File: src/rtl/stage_pipe_reg.sv
`default_nettype none
// ============================================================================
//  stage_pipe_reg
//  Valid/ready pipeline stage register with flush and a saturating stall
//  counter. Define STAGE_PIPE_REG_SKID_EN for the 2-entry skid build.
//  Revision: 1.0
// ============================================================================
module stage_pipe_reg #(
   parameter int DATA_W = 64,
   parameter int CTRL_W = 25,
   parameter int CNT_W  = 16
) (
   input  logic              clk,
   input  logic              rst,
   input  logic              in_valid,
   output logic              in_ready,
   input  logic [DATA_W-1:0] in_data,
   input  logic [CTRL_W-1:0] in_ctrl,
   input  logic              flush,
   output logic              out_valid,
   input  logic              out_ready,
   output logic [DATA_W-1:0] out_data,
   output logic [CTRL_W-1:0] out_ctrl,
   input  logic              cnt_clr,
   output logic [CNT_W-1:0]  stall_cnt
);

   typedef enum logic [1:0] {
      ST_EMPTY = 2'd0,
      ST_BUSY  = 2'd1,
      ST_FULL  = 2'd2
   } state_t;

   localparam logic [CNT_W-1:0] C_CNT_MAX = '1;

   state_t              r_state;
   state_t              w_state_nxt;
   logic [DATA_W-1:0]   r_main_data;
   logic [CTRL_W-1:0]   r_main_ctrl;
   logic [CNT_W-1:0]    r_stall_cnt;
   logic                w_accept;
   logic                w_fire;
   logic                w_ld_main_in;
   logic                w_clr_main_ctrl;
`ifdef STAGE_PIPE_REG_SKID_EN
   logic [DATA_W-1:0]   r_skid_data;
   logic [CTRL_W-1:0]   r_skid_ctrl;
   logic                r_in_ready;
   logic                w_ld_main_skid;
   logic                w_ld_skid;
   logic                w_clr_skid_ctrl;
`endif

   assign out_valid = (r_state != ST_EMPTY);
   assign out_data  = r_main_data;
   assign out_ctrl  = r_main_ctrl;
   assign stall_cnt = r_stall_cnt;

`ifdef STAGE_PIPE_REG_SKID_EN
   assign in_ready = r_in_ready;
`else
   assign in_ready = !out_valid | out_ready;
`endif

   assign w_accept = in_valid & in_ready;
   assign w_fire   = out_valid & out_ready;

   always_ff @(posedge clk or negedge rst) begin
      if (!rst) begin
         r_state <= ST_EMPTY;
      end else begin
         r_state <= w_state_nxt;
      end
   end

   always_comb begin
      w_state_nxt     = r_state;
      w_ld_main_in    = 1'b0;
      w_clr_main_ctrl = 1'b0;
`ifdef STAGE_PIPE_REG_SKID_EN
      w_ld_main_skid  = 1'b0;
      w_ld_skid       = 1'b0;
      w_clr_skid_ctrl = 1'b0;
`endif
      case (r_state)
         ST_EMPTY: begin
            if (w_accept) begin
               w_state_nxt  = ST_BUSY;
               w_ld_main_in = 1'b1;
            end
         end
         ST_BUSY: begin
            if (w_accept && w_fire) begin
               w_ld_main_in = 1'b1;
`ifdef STAGE_PIPE_REG_SKID_EN
            end else if (w_accept) begin
               w_state_nxt = ST_FULL;
               w_ld_skid   = 1'b1;
`endif
            end else if (w_fire) begin
               w_state_nxt     = ST_EMPTY;
               w_clr_main_ctrl = 1'b1;
            end
         end
`ifdef STAGE_PIPE_REG_SKID_EN
         ST_FULL: begin
            if (w_fire) begin
               w_state_nxt    = ST_BUSY;
               w_ld_main_skid = 1'b1;
            end
         end
`endif
         default: begin
            w_state_nxt     = ST_EMPTY;
            w_clr_main_ctrl = 1'b1;
         end
      endcase
      // Flush overrides every load; a same-cycle fire has already been delivered.
      if (flush) begin
         w_state_nxt     = ST_EMPTY;
         w_ld_main_in    = 1'b0;
         w_clr_main_ctrl = 1'b1;
`ifdef STAGE_PIPE_REG_SKID_EN
         w_ld_main_skid  = 1'b0;
         w_ld_skid       = 1'b0;
         w_clr_skid_ctrl = 1'b1;
`endif
      end
   end

   // Payload keeps its last value when the stage drains; only ctrl is zeroed.
   always_ff @(posedge clk or negedge rst) begin
      if (!rst) begin
         r_main_data <= '0;
         r_main_ctrl <= '0;
      end else if (w_clr_main_ctrl) begin
         r_main_ctrl <= '0;
      end else if (w_ld_main_in) begin
         r_main_data <= in_data;
         r_main_ctrl <= in_ctrl;
`ifdef STAGE_PIPE_REG_SKID_EN
      end else if (w_ld_main_skid) begin
         r_main_data <= r_skid_data;
         r_main_ctrl <= r_skid_ctrl;
`endif
      end
   end

`ifdef STAGE_PIPE_REG_SKID_EN
   always_ff @(posedge clk or negedge rst) begin
      if (!rst) begin
         r_skid_data <= '0;
         r_skid_ctrl <= '0;
         r_in_ready  <= 1'b1;
      end else begin
         r_in_ready <= (w_state_nxt != ST_FULL);
         if (w_clr_skid_ctrl) begin
            r_skid_ctrl <= '0;
         end else if (w_ld_skid) begin
            r_skid_data <= in_data;
            r_skid_ctrl <= in_ctrl;
         end
      end
   end
`endif

   always_ff @(posedge clk or negedge rst) begin
      if (!rst) begin
         r_stall_cnt <= '0;
      end else if (cnt_clr) begin
         r_stall_cnt <= '0;
      end else if (out_valid && !out_ready && (r_stall_cnt != C_CNT_MAX)) begin
         r_stall_cnt <= r_stall_cnt + 1'b1;
      end
   end

endmodule
`default_nettype wire

File: config.mk
export PLATFORM = sky130hd
export DESIGN_NAME = stage_pipe_reg
export DESIGN_NICKNAME = d
export VERILOG_FILES = /design/src/rtl/stage_pipe_reg.sv
export SDC_FILE = /design/constraint.sdc
export NUM_CORES = 1
export LEC_CHECK = 0
export BUFFER_PORTS_ARGS = -buffer_cell sky130_fd_sc_hd__buf_2
export CORE_MARGIN = 4
export CORE_UTILIZATION = 46
export DETAILED_ROUTE_END_ITERATION = 7
export PLACE_DENSITY = 0.86
export SLEW_MARGIN = 20
export SYNTH_ARGS = -nofsm -noshare
export SYNTH_HDL_FRONTEND = slang
export SYNTH_SLANG_ARGS = --single-unit
File: constraint.sdc
create_clock -name clk -period 2.2 [get_ports clk]
set_clock_uncertainty 0.2 [all_clocks]
set_input_delay 0.44 -clock clk [delete_from_list [all_inputs] [get_ports clk]]
set_output_delay 0.44 -clock clk [all_outputs]
set_load 0.02 [all_outputs]
# [Word-level counts from Yosys, hierarchy flattened]
# Cells that the tools add are included.
[totals] regBits=107 inputBits=95 output_inout_bits=107 elab_cells=42
[op_classes] n_addsub=1 eq_ne=5 muxes=17 n_bitwise=4 n_reduce_logical=11
[ops] operator="25-bit 2-to-1 mux" count=2
[ops] operator="16-bit 2-to-1 mux" count=2
[ops] operator="16-bit by 1-bit adder with 16-bit output, second input constant" count=1
[ops] operator="16-bit != test, second input constant" count=1
[ops] operator="3-bit != test, second input constant" count=3
[ops] operator="2-bit 2-to-1 mux" count=4
[ops] operator="1-bit 2-to-1 mux" count=6
[ops] operator="2-bit nonzero test" count=3
[ops] operator="1-bit case mux with 2 select lines" count=2
[ops] operator="2-bit case mux with 2 select lines" count=1
[ops] operator="1-bit logical AND" count=3
[ops] operator="3-bit AND reduction" count=1
[ops] operator="1-bit bitwise AND" count=2
[ops] operator="2-bit by 1-bit == test with 1-bit output, second input constant" count=1
[ops] operator="1-bit logical NOT" count=2
[ops] operator="2-bit logical NOT" count=1
[ops] operator="2-bit AND reduction" count=1
[ops] operator="1-bit inverter" count=1
[ops] operator="1-bit bitwise OR" count=1

# [Logic depth before layout (Yosys ltp)]
# Gate-level depths: netlist of run 1.
[depth] ltp_word=10 ltp_mapped=7 ltp_nobuf=5

# [Worst setup path before layout of run 1]
# OpenSTA, ideal clock, no wires.
[synth_timing] path_kind="flip-flop to flip-flop" from="register r_state[0]" to="register r_stall_cnt[9], in the netlist stall_cnt[9]" setup_ns=0.078 arrival_time_ns=1.841 required_ns=1.922 path_slack_ns=0.081 stages_incl_launch_ff=7 path_buffers=1 synth_period_minus_slack_ns=2.119 cell_sequence="dfrtp_1 -> nor2b_4 -> inv_2 -> or3_1 -> clkbuf_2 -> or4_1 -> a21oi_1"
[synth_between] elab_chain_len=4
[synth_rtl] item="from (decl)" line="36" rtl="state_t r_state;"
[synth_rtl] item="from (signal assigned)" line="72" rtl="r_state <= w_state_nxt;"
[synth_rtl] item="2-bit nonzero test" line="54" rtl="assign out_valid = (r_state != ST_EMPTY);"
[synth_rtl] item="1-bit logical AND (2 in a row)" line="172" rtl="end else if (out_valid && !out_ready && (r_stall_cnt != C_CNT_MAX)) begin"
[synth_rtl] item="2-bit nonzero test (no source line)"
[synth_rtl] item="to (signal assigned)" line="173" rtl="r_stall_cnt <= r_stall_cnt + 1'b1;"
[synth_rtl] item="to (decl)" line="40" rtl="logic [CNT_W-1:0] r_stall_cnt;"
# No other way between the ends.
# A chain may end at the register's enable or synchronous reset.

# [Final worst setup path of run 1]
[layout_timing] from="register r_stall_cnt[4], in the netlist stall_cnt[4]" to="register r_stall_cnt[9], in the netlist stall_cnt[9]"
[layout_between] elab_chain_len=3 word_cells_on_any_way=6 cone_classes="add/sub: 1; eq/ne: 1; mux: 2; reduce/logical: 2"
[layout_rtl] item="16-bit by 1-bit adder with 16-bit output / 16-bit != test (equally long branches)" line="173, 172"
[layout_rtl] item="16-bit 2-to-1 mux / 1-bit logical AND (equally long branches)" line="172"
[layout_rtl] item="16-bit 2-to-1 mux / 2-bit nonzero test (equally long branches)"
# Several ways; a longest one is shown, not always the timed one. The select of a mux whose other input is x is not followed.

==> results of run 1 <==
==> logic make-up (layout without fill, tap and decap cells) <==
kind of cell	after synthesis	after routing	share of synthesized area
buffers and inverters	21	230	0.02081
XOR/XNOR	1	1	0.002052
AND/OR/NAND/NOR	97	97	0.1081
adder cells (fa/ha/maj)	1	1	0.002930
AO/OA/AOI/OAI	51	51	0.06829
multiplexers	67	67	0.1764
flip-flops	106	106	0.6213
==> flip-flops by register name, indices dropped and copies added (netlist names) <==
signal	flops
stall_cnt	16
out_data	64
r_state	1
out_ctrl	25
==> layout by cell type (no fill, tap or decap), types with 2 or more instances in the layout <==
master	count
a21oi_1	36
buf_12	3
buf_2	200
buf_4	6
bufinv_16	2
clkbuf_8	9
dfrtp_1	105
inv_1	3
inv_8	2
mux2_2	66
nand2_1	58
nand3_1	2
nand4_1	3
nor2_1	7
nor2b_1	2
nor4_1	3
o21ai_0	4
o31ai_1	6
or2_2	3
or3_1	4
or4_1	6
==> per-stage QoR <==
stage	hold WS, ns	setup WS, ns	instance area (um2)
finish	0.07841	0.1321	5699
global route	0.07466	0.006319	5699
CTS	0.05768	0.06516	5683
detailed placement	0.2902	0.04057	5441
global placement	0.2831	0.1035	5441
floorplan	-0.05559	0.08144	4269
==> final timing paths <==
path                               from           end  slack [ns]  depth (start not counted)
min                               flush    r_state[0]        0.08                          2
max                        stall_cnt[4]  stall_cnt[9]        0.13                          4
min reg2reg                out_data[12]  out_data[12]        0.31                          1
max reg2reg                stall_cnt[4]  stall_cnt[9]        0.13                          4
min in group asynchronous           rst  out_data[48]        0.43                          3
max in group asynchronous           rst  stall_cnt[3]        0.88                          3
==> where the power goes <==
group	internal (uW)	switching, uW
Clock	663	698
Sequential	2170	111
Combinational	419	595
==> synth_stat cells, drive strengths merged <==
| cell | number | area (um2) |
|---|---|---|
| or3b | 1 | 8.760 |
| mux2i | 1 | 10.01 |
| nor4 | 3 | 18.77 |
| nor3 | 2 | 10.01 |
| and2 | 1 | 6.260 |
| or3 | 5 | 31.28 |
| clkbuf | 9 | 35.03 |
| nand3 | 3 | 15.01 |
| mux2 | 66 | 743.2 |
| o31ai | 6 | 45.04 |
| buf | 8 | 38.78 |
| nor2b | 3 | 26.27 |
| or2 | 3 | 18.77 |
| or4 | 6 | 45.04 |
| o41ai | 2 | 25.03 |
| a21oi | 36 | 180.2 |
| o21a | 1 | 7.510 |
| o21bai | 1 | 7.510 |
| nor2 | 8 | 32.54 |
| o21ai | 4 | 20.02 |
| a31oi | 1 | 6.260 |
| dfrtp | 106 | 2653 |
| xor2 | 1 | 8.760 |
| ha | 1 | 12.51 |
| inv | 4 | 15.01 |
| nand2 | 58 | 217.7 |
| nand4 | 4 | 31.28 |
==> layout make-up <==
cell class | instances | area (um2)
Timing Repair Buffer | 210 | 1116
Clock inverter | 7 | 107.6
Multi-Input combinational cell | 217 | 1548
Clock buffer | 9 | 123.9
Sequential cell | 106 | 2654
Fill cell | 679 | 3192
Inverter | 4 | 15.01
Tap cell | 108 | 135.1
==> layer usage <==
metal,share of wire,wire length [um],global-route usage,vias to the layer above
li1,-,-,-,1608
met1,0.37,3894,0.2179,1635
met2,0.53,5557,0.3492,135
met3,0.076,789,0.04842,19
met4,0.018,188,0.06553,0
met5,0,0,0,-
==> timing repair <==
action                                  4_1_cts  5_1_grt
resized for setup                             0        4
endpoints found under the setup margin        0        3
endpoints found under the hold margin       106        0
hold buffers                                  1        0
==> run_results.csv, run 1 <==
group,metric,value,unit
outcome,status,"finished clean",
grt,grt_first_pass_wirelength,17240,um
die,dieArea,10890,um2
synthesis,synth.ff_latch_count,106,
synthesis,netlist-cell-type-count,34,
setup_path,cp-end-kind,"flop",
route,route.vias.total,3397,
setup_path,crit_chain,"nand4_2 -> or3_4 -> or4_1 -> a21oi_1",
die,core-area,8891,um2
sta,fmax,0.4836,GHz
setup_path,max_stage_delay,0.48,ns
die,die_h,104.3,um
cts,post-cts-setup-buffers,0,
cts,clk_pin_slew,0.11,ns
sta,slew_viol_final,0,
die,io_pins,202,
sta,max_slew_margin,0.4397,
route,drtPass1Iterations,4,
hold_path,hold_class,"input pin to flop",
route,routedWlPerCell,15.78,um
cts,clkLatencyLatePin,0.37,ns
power,max-vdd-ir-drop,0.4335,mV
setup_path,cp.required,2.28,ns
finish,fin_cells,661,
grt,gr-total-overflow,0,
finish,num_antenna_cells,0,
cts,cts_tree,"done",
synthesis,syn-instance-count,344,
cts,cts_buffers,9,
finish,layout-drive-gt1-share,0.5497,
power,p_total,4661,uW
setup_path,cpMaxStageDelayCell,"or4_1",
setup_path,cp_top_family,"simple AND/OR/NAND/NOR gates",
grt,antenna_found_initial,0,
synthesis,ys_warn_count,0,
power,powerDensity,817.8,nW/um2
sta,rsz0062_at_grt,"no",
cts,cts_sinks,106,
die,num_rows,34,
route,postRouteAntennaNets,0,
route,wl,10430,um
placement,dp_hpwl,7678,um
synthesis,syn-mean-instance-area,12.41,um2
synthesis,syn-cell-area,4269,um2
grt,grt_use_total,0.1919,
die,start_util,0.4802,
synthesis,syn_nets,440,
job,cap_violations,0,
sta,min_period_over_period,0.9400,
finish,areaGrowthSynthToFinish,33.50,%
placement,portBuffers,201,
placement,place_inst,644,
sta,finalSetupTns,0,ns
cts,root_buffer,"clkbuf_8",
setup_path,crit_buf_inv,0,
grt,grt_max_degree,107,
synthesis,seq_area_frac_synth,0.6213,
route,drc,0,
sta,worst_pin_slew,0.8404,ns
route,post_drt_via_cell_ratio,5.139,
route,initialDrtViolationCount,106,
sta,period_needed,2.068,ns
sta,hold_viol_final,0,
setup_path,cp.arrival,2.15,ns
power,leakage,0.002802,uW
cts,clockBufferDepth,2,
setup_path,path_max_fanout,7,
finish,fin_util,0.6410,
setup_path,start_kind,"flop",
die,die_x,104.3,um
setup_path,critPathKind,"flop to flop",
sta,setup-violations-final,0,
placement,gp_congestion,0.8031,
grt,grt_pass1_vias,3512,
cts,cts_max_level,3,
finish,layout.nets,644,
No activity file was read; power rests on OpenSTA's default activity.
==> run 2: changes to the inputs <==
--- a/config.mk
+++ b/config.mk
@@ -5,11 +5,12 @@
 export SDC_FILE = /design/constraint.sdc
 export NUM_CORES = 1
 export LEC_CHECK = 0
+export ABC_AREA = 1
 export BUFFER_PORTS_ARGS = -buffer_cell sky130_fd_sc_hd__buf_2
 export CORE_MARGIN = 4
-export CORE_UTILIZATION = 46
+export CORE_UTILIZATION = 47
 export DETAILED_ROUTE_END_ITERATION = 7
-export PLACE_DENSITY = 0.86
+export PLACE_DENSITY = 0.78
 export SLEW_MARGIN = 20
 export SYNTH_ARGS = -nofsm -noshare
 export SYNTH_HDL_FRONTEND = slang
==> run_results.csv, run 2 <==
group,metric,value,unit
power,p_switching,1477,uW
synthesis,yosysMostFrequentCell,"dfrtp_1",
synthesis,synth_commonest_cells,"dfrtp_1, nand2_1, mux2_2",
hold_path,hold_class,"input pin to flop",
sta,rsz0062_at_grt,"no",
setup_path,cp.arrival,1.41,ns
route,initialDrtViolationCount,136,
cts,cts_max_level,3,
synthesis,syn-instance-count,411,
route,drc,0,
die,num_rows,35,
finish,areaGrowthSynthToFinish,30.04,%
route,route.vias.total,3717,
cts,cts_sinks,106,
synthesis,synth-compound-area-share,0.04204,
sta,worst_pin_slew,0.9334,ns
setup_path,cpMaxStageDelayCell,"dfrtp_1",
synthesis,synthAdderAreaFrac,0.002748,
power,powerDensity,766.2,nW/um2
power,max-vdd-ir-drop,0.4150,mV
sta,slew_viol_final,0,
synthesis,synth.ff_latch_count,106,
synthesis,synth_flop_cell,"dfrtp_1",
route,postRouteAntennaNets,0,
placement,gp_congestion,0.8671,
finish,fin_cells,749,
finish,final_cell_mix,"buf_2, dfrtp_1, nand2_1",
route,met1_length,4781,um
synthesis,syn-mean-instance-area,11.08,um2
die,dieArea,11330,um2
setup_path,max_stage_delay,0.41,ns
route,top_layer_used,"met4",
synthesis,synth_xor_area_frac,0.003847,
cts,clkLatencyLatePin,0.36,ns
sta,hold_viol_final,0,
cts,root_buffer,"clkbuf_8",
setup_path,cp_top_family,"buffers and inverters",
power,swShare,0.3257,
die,die_h,106.4,um
synthesis,seq_area_frac_synth,0.5826,
grt,grt_first_pass_wirelength,18410,um
synthesis,synthMuxAreaShare,0.1583,
synthesis,syn_nets,507,
placement,dp_hpwl,8928,um
placement,place_inst,732,
die,die_x,106.4,um
setup_path,crit_chain,"inv_1 -> nor2_8 -> inv_1 -> buf_2",
route,met3_length,733,um
outcome,status,"finished clean",
cts,clk_pin_slew,0.11,ns
route,post_drt_via_cell_ratio,4.963,
die,start_util,0.4881,
route,wl,11770,um
finish,num_antenna_cells,0,
synthesis,synth_top_area_frac,0.5826,
setup_path,cp-end-kind,"output port",
setup_path,critPathKind,"flop to output port",
sta,setup-violations-final,0,
job,cap_violations,0,
grt,gr-total-overflow,0,
sta,fmax,0.4874,GHz
grt,grt_max_degree,37,
power,leakage,0.003056,uW
placement,place_ws,0.1350,ns
synthesis,yosysTopAreaCell,"dfrtp_1",
synthesis,yosys.area_share.simple,0.1652,
die,io_pins,202,
cts,cts_buffers,9,
setup_path,crit_buf_inv,3,
sta,min_period_over_period,0.9327,
sta,worst_slack,0.1481,ns
setup_path,cpMostUsedCell,"inv_1",
synthesis,synth.area.top_cells,"dfrtp_1, mux2_2, nand2_1, o21ai_0, mux2_1",
grt,grt_use_total,0.2034,
route,drtPass1Iterations,4,
finish,layout.nets,711,
sta,period_needed,2.052,ns
power,p_clk_frac,0.255,
setup_path,cp.required,1.56,ns
power,power_frac_seq,0.508,
sta,max_slew_margin,0.3758,
grt,grt_pass1_vias,3678,
power,p_int,3059,uW
route,met2_wirelength,6033,um
setup_path,path_max_fanout,12,
power,p_comb_frac,0.237,
finish,n_fill_cell,771,
synthesis,ys_warn_count,0,
finish,layout-drive-gt1-share,0.4629,
synthesis,synth_top_family_by_area,"simple AND/OR/NAND/NOR gates",
synthesis,synth-edff-count,0,
synthesis,async_flop_share,1.000,
cts,cts_tree,"done",
finish,layout_commonest_cell,"buf_2",
grt,antenna_found_initial,0,
synthesis,netlist-cell-type-count,26,
finish,largest_reg_flops,64,
synthesis,syn-cell-area,4553,um2
setup_path,start_kind,"flop",
placement,portBuffers,201,
cts,clockBufferDepth,2,
route,routedWlPerCell,15.71,um
sta,finalSetupTns,0,ns
die,core-area,9328,um2
## run 2: power groups by stage
stage,Sequential [uW],Clock [uW],Combinational [uW]
final,2300,1160,1070
after global placement,2330,0,1060
after floorplan,2640,0,312
after detailed placement,2340,0,1090
after global routing,2340,1280,1150
after CTS,2300,1180,1090
## run 2: timing repair
item	CTS	global route
resized for setup	0	0
hold buffers	1	0
endpoints found under the hold margin	29	0
setup buffers	0	0
## run 2: kinds of logic after synthesis
| group | count (synthesis) |
|---|---|
| and+or+nand+nor | 160 |
| DFF | 106 |
| muxes | 64 |
| buffers and inverters | 40 |
| AOI/OAI and AO/OA | 38 |
| xor gates and xnor gates | 2 |
| adders and majority gates | 1 |
## run 2: layout make-up
class,instances,area [um2],area share
multi-input combinational,265,1700,0.2872
timing repair buffer,211,1136,0.1919
inverter,22,82.58,0.01395
clock inverter,6,60.06,0.01014
clock buffer,10,127.6,0.02156
sequential,106,2653,0.4480
tap,129,161.4,0.02726
## run 2: final timing paths
check	startpoint	to	slack, ns	cells after the start
worst max-delay path	r_state[0]	in_ready	0.15	4
worst min-delay path	in_data[37]	out_data[37]	0.09	2
worst max register to register	r_state[0]	out_data[0]	0.21	6
worst min register to register	out_data[15]	out_data[15]	0.29	1
max in group asynchronous	rst	out_ctrl[6]	0.86	3
min in group asynchronous	rst	stall_cnt[14]	0.36	2
## run 2: worst reg2reg max path: cells and delay by family (launching register included)
family | cells | cell delay [ns]
flip-flops | 1 | 0.43
multiplexers | 1 | 0.32
buffers and inverters | 2 | 0.38
AND/OR/NAND/NOR | 3 | 0.56
## run 2: routing by layer
metal,vias to the layer above,track usage
met5,-,0
met4,0,0.06210
met3,15,0.03400
met2,136,0.3561
met1,1778,0.2589
li1,1788,-
## run 2: metrics by stage
| step | hold WS (ns) | power (uW) | cell area (um2) | utilization |
|---|---|---|---|---|
| floorplan | -0.05559 | 2956 | 4553 | - |
| CTS | 0.07727 | 4578 | 5921 | 0.6347 |
| detailed placement | 0.2178 | 3431 | 5723 | 0.6135 |
| global route | 0.06900 | 4761 | 5921 | 0.6347 |
| global placement | 0.2134 | 3395 | 5723 | 0.6135 |
| finish | 0.08729 | 4536 | 5921 | 0.6347 |
